[src/rtl/superscalar_fwd_hazard_unit_pkg.sv]
// Shared types and select-code helpers for the superscalar forwarding/hazard unit.
package fwd_pkg;
  typedef enum logic {IDLE, STALL} state_e;

  localparam int SEL_RF = 0;

  // Select code for forwarding source (stage, lane); 0 is reserved for the register file.
  function automatic int sel_code(input int stage, input int lane, input int lanes);
    return 1 + stage * lanes + lane;
  endfunction
endpackage

[src/rtl/superscalar_fwd_hazard_unit_select.sv]
// One operand's bypass-select priority encoder over all STAGES*LANES forwarding sources.
module fwd_select
  import fwd_pkg::*;
#(
  parameter int LANES  = 2,
  parameter int STAGES = 2,
  parameter int REG_W  = 5,
  parameter int SEL_W  = 3
) (
  input  logic [REG_W-1:0]                    idx,
  input  logic [STAGES*LANES-1:0][REG_W-1:0]  wr_reg,
  input  logic [STAGES*LANES-1:0]             reg_write,
  output logic [SEL_W-1:0]                    sel
);
  // Scan oldest-to-youngest so the last hit (lowest stage, highest lane) wins.
  always_comb begin
    sel = SEL_W'(SEL_RF);
    for (int s = STAGES - 1; s >= 0; s--)
      for (int l = 0; l < LANES; l++)
        if (reg_write[s*LANES+l] && wr_reg[s*LANES+l] == idx && idx != '0)
          sel = SEL_W'(sel_code(s, l, LANES));
  end
endmodule

[src/rtl/superscalar_fwd_hazard_unit.sv]
// N-lane bypass-select generator with a multi-cycle load-use stall FSM.
// Optional counters stall_cycles/fwd_events under macro FWD_HAZARD_STATS_EN.
module superscalar_fwd_hazard_unit
  import fwd_pkg::*;
#(
  parameter int LANES    = 2,
  parameter int STAGES   = 2,
  parameter int REG_W    = 5,
  parameter int LOAD_LAT = 1
) (
  input  logic                                          clk,
  input  logic                                          rst_n,
  input  logic [LANES*REG_W-1:0]                        rsE,
  input  logic [LANES*REG_W-1:0]                        rtE,
  input  logic [STAGES*LANES*REG_W-1:0]                 wrRegS,
  input  logic [STAGES*LANES-1:0]                       regWriteS,
  input  logic [LANES*REG_W-1:0]                        rsD,
  input  logic [LANES*REG_W-1:0]                        rtD,
  input  logic [LANES*REG_W-1:0]                        wrRegE,
  input  logic [LANES-1:0]                              regWriteE,
  input  logic [LANES-1:0]                              memReadE,
  input  logic                                          flush_i,
  output logic [LANES*$clog2(LANES*STAGES+1)-1:0]       fwdA,
  output logic [LANES*$clog2(LANES*STAGES+1)-1:0]       fwdB,
  output logic                                          stallF,
  output logic                                          stallD,
  output logic                                          flushE,
  output logic                                          stall_busy
`ifdef FWD_HAZARD_STATS_EN
  ,
  output logic [31:0]                                   stall_cycles,
  output logic [31:0]                                   fwd_events
`endif
);
  localparam int SEL_W = $clog2(LANES * STAGES + 1);
  localparam int CNT_W = 3;

  logic [LANES-1:0][REG_W-1:0]        rs_e, rt_e, rs_d, rt_d, wr_e;
  logic [STAGES*LANES-1:0][REG_W-1:0] wr_s;
  logic [LANES-1:0][SEL_W-1:0]        sel_a, sel_b;

  assign rs_e = rsE;
  assign rt_e = rtE;
  assign rs_d = rsD;
  assign rt_d = rtD;
  assign wr_e = wrRegE;
  assign wr_s = wrRegS;
  assign fwdA = sel_a;
  assign fwdB = sel_b;

  for (genvar l = 0; l < LANES; l++) begin : g_lane
    fwd_select #(.LANES(LANES), .STAGES(STAGES), .REG_W(REG_W), .SEL_W(SEL_W)) u_a (
      .idx(rs_e[l]), .wr_reg(wr_s), .reg_write(regWriteS), .sel(sel_a[l])
    );
    fwd_select #(.LANES(LANES), .STAGES(STAGES), .REG_W(REG_W), .SEL_W(SEL_W)) u_b (
      .idx(rt_e[l]), .wr_reg(wr_s), .reg_write(regWriteS), .sel(sel_b[l])
    );
  end

  logic hit;
  always_comb begin
    hit = 1'b0;
    for (int i = 0; i < LANES; i++)
      for (int j = 0; j < LANES; j++)
        if (regWriteE[i] && memReadE[i] && wr_e[i] != '0 &&
            (wr_e[i] == rs_d[j] || wr_e[i] == rt_d[j]))
          hit = 1'b1;
  end

  state_e           state;
  logic [CNT_W-1:0] cnt;
  logic             stall_req;

  // While STALL the hit input is ignored; flush overrides stalls but always flushes EX.
  assign stall_req  = (state == STALL) || hit;
  assign stallF     = stall_req && !flush_i;
  assign stallD     = stall_req && !flush_i;
  assign flushE     = stall_req || flush_i;
  assign stall_busy = (state == STALL);

  always_ff @(posedge clk or negedge rst_n) begin
    if (!rst_n) begin
      state <= IDLE;
      cnt   <= '0;
    end else if (flush_i) begin
      state <= IDLE;
      cnt   <= '0;
    end else begin
      case (state)
        IDLE: if (hit && LOAD_LAT > 1) begin
          state <= STALL;
          cnt   <= CNT_W'(LOAD_LAT - 1);
        end
        STALL: if (cnt == CNT_W'(1)) begin
          state <= IDLE;
          cnt   <= '0;
        end else begin
          cnt <= cnt - CNT_W'(1);
        end
        default: begin
          state <= IDLE;
          cnt   <= '0;
        end
      endcase
    end
  end

`ifdef FWD_HAZARD_STATS_EN
  logic [3:0]  n_fwd;
  logic [32:0] fwd_sum;
  always_comb begin
    n_fwd = '0;
    for (int l = 0; l < LANES; l++)
      n_fwd = n_fwd + 4'(sel_a[l] != '0) + 4'(sel_b[l] != '0);
  end
  assign fwd_sum = {1'b0, fwd_events} + 33'(n_fwd);

  always_ff @(posedge clk or negedge rst_n) begin
    if (!rst_n) begin
      stall_cycles <= '0;
      fwd_events   <= '0;
    end else begin
      if (stallD && stall_cycles != '1) stall_cycles <= stall_cycles + 32'd1;
      fwd_events <= fwd_sum[32] ? '1 : fwd_sum[31:0];
    end
  end
`endif
endmodule

[config.mk]
export PLATFORM = sky130hd
export DESIGN_NAME = superscalar_fwd_hazard_unit
export DESIGN_NICKNAME = d
export VERILOG_FILES = /design/src/rtl/superscalar_fwd_hazard_unit_pkg.sv /design/src/rtl/superscalar_fwd_hazard_unit_select.sv /design/src/rtl/superscalar_fwd_hazard_unit.sv
export SDC_FILE = /design/constraint.sdc
export NUM_CORES = 1
export LEC_CHECK = 0
export BUFFER_PORTS_ARGS = -buffer_cell sky130_fd_sc_hd__buf_2
export CAP_MARGIN = 10
export CORE_UTILIZATION = 40
export DETAILED_ROUTE_END_ITERATION = 10
export PLACE_DENSITY = 0.75
export SETUP_SLACK_MARGIN = 0.5
export SYNTH_ARGS = -nofsm -noshare
export SYNTH_HDL_FRONTEND = slang
export SYNTH_SLANG_ARGS = --single-unit
export TNS_END_PERCENT = 5
[constraint.sdc]
create_clock -name clk -period 2.7 [get_ports clk]
set_clock_uncertainty 0.2 [all_clocks]
set_input_delay 0.54 -clock clk [delete_from_list [all_inputs] [get_ports clk]]
set_output_delay 0.54 -clock clk [all_outputs]
set_load 0.005 [all_outputs]
==> results.md, run 1 <==
* Die Span Y at between 70 and 80 um
* Row cnt at 26
* Vias per inst at ~5.2
* Antenna Cells at 0
* Req. time, crit path at between 1500 and 2000 ps
* Min Tclk post-route at roughly 2600 ps
* Post-Route Utilization at 53.2%
* Worst Path Max Fanout at 5
* Worst Tran Pin Value at just over 500 ps
* Starting Density at ~42%
* Crit start category: input port
* Overall Global Routing Usage at 21.9%
* IO buf count at 96
* EDFF count, synth at 0
* Critical path arrival at 1850 ps
* Final Cycle Share at 95.9%
* Drt pass-1 iters at 4
* Layout Nets at ~420
* Synth-to-layout area growth at 28.1%
* Class of the worst hold path: reg -> reg
* Drc violations at 0
* Clock slew at reported path FFs at ~30 ps
* Post-synth ARST share at between 90% and 100%
* TritonCTS Sinks at 4
* Maxcap violations at 0
* Chip width at approximately 75 um
* Wire per inst at 15.3 um
* #FFs+latches synth at 4
* Via count at 2112
* Syn avg cell area at 7.89 um^2
* CTS tree: yes
* Gate Count Post-Synth at around 270
* First-pass GRT wire length at 9330 um
* Worst Setup Path Type: in -> out
* Vias in the first global route at 1982
* Final GP Congestion at approximately 0.88
* RSZ-0062 raised after global routing: true
* Post-synthesis sequential area ratio at under 10%
* Worst skew pair latency at about 210 ps
* Full die area at 5560 um^2
* Largest net degree at the start of global routing at 7
* CTS Root Cell: clkbuf_8
* Synth Cell Area at ~2100 um^2
* Endpoint type of the worst setup path: primary output
* Grt ovf at 0
* Top-count cell post-synth: xnor2_1
* Clock Tree Buf Depth at 2
* CTS H-Tree Depth at 1
* CORE AREA at 5070 um^2
* Setup TNS at 0 ps
* Final ANT Viol Nets at 0
* Share of the synthesized area in the top cell type at a little over a third
* Unique masters post-synth at 32
* Max VDD drop at roughly 0.10 mV
* Initial antenna violation count at 0
* Post-detail-place hpwl at just under 5000 um
* IO Count at 97
* Pwr Density at approximately 210 nW/um^2
* Final wirelength at ~6200 um
* Max-slew violations at 0
* Status: finished clean
* Dominant cells by area after synthesis: xnor2_1 (35%), xor2_1 (15%), dfrtp_1 (4.8%), nand4_1 (4.8%), buf_4 (4.3%)
* TritonCTS buffer count at 3
* Prevailing post-synth register cell: dfrtp_1
* Area leader, netlist: xnor2_1
* Worst slew margin at 65.5%
* Synthesized Nets at 350
* Maximum clock rate at between 300 and 400 MHz
* Final hold vios at 0
* Synth warn at 0
* Fraction of layout cells with a size suffix above 1 at approximately two fifths
* Synth top cells by count: xnor2_1 (84), xor2_1 (37), nand4_1 (16)
* DR iter-0 viols at between 40 and 50
* Setup-failing EPs final at 0
* Static Leak at about 1.1 nW
-- stage by stage --
| stage | hold slack [ps] | instances | setup slack (ps) | cell area (um^2) | power [W] |
|---|---|---|---|---|---|
| 2_1_floorplan | 44.4 | 267 | 204 | 2130 | 0.000323 |
| 6_report | 300 | 406 | 110 | 2700 | 0.000576 |
| 4_1_cts | 305 | 404 | 138 | 2640 | 0.000568 |
| 3_5_place_dp | 148 | 395 | 105 | 2450 | 0.000421 |
| 3_3_place_gp | 144 | 395 | 118 | 2450 | 0.000411 |
| 5_1_grt | 347 | 406 | 67.7 | 2700 | 0.000611 |
-- cells in the final DEF, fill, tap and decap left out, types with 8 or more instances in the layout --
cell type	instances
buf_2	86
xnor2_1	79
xor2_1	37
nand4_1	16
buf_4	9
inv_1	8
or4_4	8
nand2_1	8
-- layout make-up --
class / instances / area [um^2]
inverters: 8 / 30.0
flip-flops and latches: 4 / 100
well taps: 70 / 87.6
clock buffers: 3 / 41.3
multi-input cells: 216 / 1820
repair buffers: 105 / 623
fillers: 499 / 2380
-- power by group --
part,internal (W),switching [W]
clock network,0.0000946,0.0000261
registers,0.0000604,0.0000000000000000000632
logic,0.000195,0.000200
total,0.000350,0.000226
-- state kept, by name, summed over array words and instances, names as in the netlist --
register and cells:
stall_busy 1, cnt 3
-- what timing repair did --
action / 4_1_cts / 5_1_grt
cloned: 0 / 0
endpoints found under the setup margin: 15 / 15
resized for setup: 24 / 11
pin swaps: 11 / 11
buffers inserted: 5 / 2
hold buffers: 1 / 0
endpoints found under the hold margin: 4 / 0
-- cell families (layout without fill, tap and decap cells) --
kind of cell / after synthesis / after routing / synth area share [%]
compound gates: 19 / 19 / 6.53
flops: 4 / 4 / 4.75
xor+xnor: 121 / 121 / 50.3
simple gates: 74 / 74 / 24.4
fa+ha+maj: 2 / 2 / 1.19
buf+inv: 47 / 116 / 12.8
-- path summary, 6_finish.rpt --
| check | end | cells after the start | slack [ps] | startpoint |
|---|---|---|---|---|
| worst max register to register | cnt[1] | 4 | 1430 | cnt[0] |
| worst min-delay path | cnt[1] | 1 | 300 | cnt[1] |
| worst min register to register | cnt[1] | 1 | 300 | cnt[1] |
| max in group asynchronous | cnt[1] | 2 | 1720 | rst_n |
| worst max-delay path | fwdB[3] | 7 | 110 | rtE[6] |
| min in group asynchronous | cnt[0] | 2 | 460 | rst_n |
-- critical path, cell delays in order --
cell     delay [ps]
buf_2           170
xnor2_2         130
nand4_1         100
or4_4           570
a21oi_2         140
nor2_1           50
buf_2           140
-- routing by layer --
| layer | track usage [%] | vias to the layer above | wire, um |
|---|---|---|---|
| li1 | - | 1026 | - |
| met1 | 25.7 | 987 | 2580 |
| met2 | 43.5 | 92 | 3210 |
| met3 | 1.63 | 7 | 349 |
| met4 | 3.14 | 0 | 86 |
| met5 | 0 | - | 0 |
(Power assumes the default switching activity.)
==> run 2, diff against run 1 <==
CORE_UTILIZATION = 30   (was 40)
PLACE_DENSITY = 0.6   (was 0.75)
==> results.md, run 2 (synthesis gave the netlist of run 1 again) <==
* Overall Global Routing Usage at 16.0% (was 21.9%)
* Req. time, crit path at 1960 ps (about the same)
* Endpoint type of the worst setup path: primary output (unchanged)
* Die Span Y at 85.8 um (was 74.6 um)
* Maximum clock rate at 391 MHz (was 386 MHz)
* DR iter-0 viols at 36 (was 45)
* Finished Cell Area at 2540 um^2 (was 2700 um^2)
* Max-slew violations at 0 (unchanged)
* Wire per inst at 14.1 um (was 15.3 um)
* First-pass GRT wire length at 9300 um (was 9330 um)
* CTS Root Cell: clkbuf_8 (unchanged)
* Largest net degree at the start of global routing at 7 (unchanged)
* Static Leak at 0.993 nW (was 1.08 nW)
* Class of the worst hold path: reg -> reg (unchanged)
* Final hold vios at 0 (unchanged)
* Final Cycle Share at 94.8% (was 95.9%)
* Reg2reg start: cnt[0] (unchanged)
* Final wirelength at 5990 um (was 6230 um)
* RSZ-0062 raised after global routing: true (unchanged)
* Row cnt at 30 (was 26)
* Final GP Congestion at 0.934 (was 0.883)
* Via count at 2026 (was 2112)
* Antenna Cells at 0 (unchanged)
* Setup TNS at 0 ps (unchanged)
* Hold path depth at 1 (unchanged)
* IO Count at 97 (unchanged)
* CTS tree: yes (unchanged)
* Hold Path Sink: cnt[1] (unchanged)
* Max VDD drop at 0.0950 mV (was 0.104 mV)
* Worst Setup Path Type: in -> out (unchanged)
* Reg2Reg Depth at 4 (unchanged)
* Layout filler cell count at 709 (was 499)
* Min Hold Slack at 316 ps (was 300 ps)
* Chip width at 85.8 um (was 74.6 um)
* TritonCTS buffer count at 3 (unchanged)
* Final setup margin at 139 ps (was 110 ps)
* Fraction of layout cells with a size suffix above 1 at 37.3% (was 41.4%)
* Vias per inst at 4.76 (was 5.20)
* Crit Reg-Reg Endpoint: cnt[1] (unchanged)
* Min Tclk post-route at 2560 ps (was 2590 ps)
* Post-detail-place hpwl at 5010 um (was 4930 um)
* Max reg flops at 3 (unchanged)
* TritonCTS Sinks at 4 (unchanged)
* Full die area at 7360 um^2 (was 5560 um^2)
* Final ANT Viol Nets at 0 (unchanged)
* Starting Density at 31.0% (was 41.5%)
* Post-DP Area at 2490 um^2 (was 2450 um^2)
* CORE AREA at 6790 um^2 (was 5070 um^2)
* Clock slew at reported path FFs at 30 ps (about the same)
* Commonest non-fill, non-tap cell in the layout: buf_2 (unchanged)
* Synth-to-layout area growth at 20.7% (was 28.1%)
* Hold Crit Start: cnt[1] (unchanged)
* Critical path arrival at 1820 ps (was 1850 ps)
* Setup-failing EPs final at 0 (unchanged)
* Worst slew margin at 66.3% (was 65.5%)
* Crit start category: input port (unchanged)
* Post-CTS Resized at 0 (was 24)
* Drc violations at 0 (unchanged)
* Vias in the first global route at 1909 (was 1982)
* Worst Path Max Fanout at 5 (unchanged)
* Biggest register: cnt (unchanged)
* Clock Tree Buf Depth at 2 (unchanged)
* Pwr Density at 215 nW/um^2 (was 213 nW/um^2)
* Drt pass-1 iters at 4 (unchanged)
* IO buf count at 96 (unchanged)
* Status: finished clean (unchanged)
* Layout Nets at 415 (was 421)
* Maxcap violations at 0 (unchanged)
* Reg2Reg Setup Slack at 1450 ps (was 1430 ps)
* Worst Tran Pin Value at 501 ps (was 512 ps)
* Most frequent cells in the layout: buf_2 (96), xnor2_1 (84), xor2_1 (37) (was buf_2 (86), xnor2_1 (79), xor2_1 (37))
* CTS H-Tree Depth at 1 (unchanged)
* Initial antenna violation count at 0 (unchanged)
* Worst skew pair latency at 220 ps (was 210 ps)
* Grt ovf at 0 (unchanged)
* Pre-CTS setup slack at 116 ps (was 105 ps)
## run 2: worst max path at each step
stage / start / endpoint / slack [ps]
5_1_grt: rsE[1] / fwdA[0] / 70
3_5_place_dp: rsE[1] / fwdA[2] / 120
4_1_cts: rsE[2] / fwdA[2] / 130
2_1_floorplan: wrRegE[9] / stallF / 200
6_report: rtE[6] / fwdB[3] / 140
3_3_place_gp: rsE[1] / fwdA[2] / 120
## run 2: power breakdown
| group | leakage, nW | switching, W | internal (W) |
|---|---|---|---|
| combinational | 0.915 | 0.000188 | 0.000174 |
| clock | 0.0216 | 0.0000290 | 0.0000948 |
| sequential | 0.0559 | 0.0000000000000000000658 | 0.0000604 |
| total | 0.993 | 0.000217 | 0.000329 |
## run 2: per-stage QoR
stage	util [%]	std cells	power, W
after global routing	37.4	426	0.000587
after floorplan	-	267	0.000323
after global placement	36.7	422	0.000417
after CTS	37.4	426	0.000551
after detailed placement	36.7	422	0.000421
final	37.4	426	0.000546
## run 2: layer usage
layer | up-vias | wire length, um | track usage, %
met5 | - | 0 | 0
li1 | 1008 | - | -
met4 | 0 | 140 | 4.39
met2 | 87 | 2830 | 28.7
met1 | 920 | 2620 | 20.0
met3 | 11 | 393 | 2.02
## run 2: layout make-up
| cell class | count | area [um^2] | share of cell area, % |
|---|---|---|---|
| Tap cell | 96 | 120 | 4.72 |
| Multi-Input combinational cell | 216 | 1750 | 68.7 |
| Inverter | 8 | 30.0 | 1.18 |
| Timing Repair Buffer | 99 | 505 | 19.9 |
| Sequential cell | 4 | 100 | 3.94 |
| Clock buffer | 3 | 41.3 | 1.62 |
## run 2: worst max-delay path, stage by stage
cell and delay (ps):
buf_2 150, or4_4 550, nor2_4 140, nor4_1 90, a21oi_1 150, nor2_1 50
buf_2 140
## run 2: what timing repair did
item	CTS	global route
pin swaps	1	0
hold buffers	1	0
buffers inserted	0	0
hold endpoints to repair	4	0
endpoints found under the setup margin	15	15
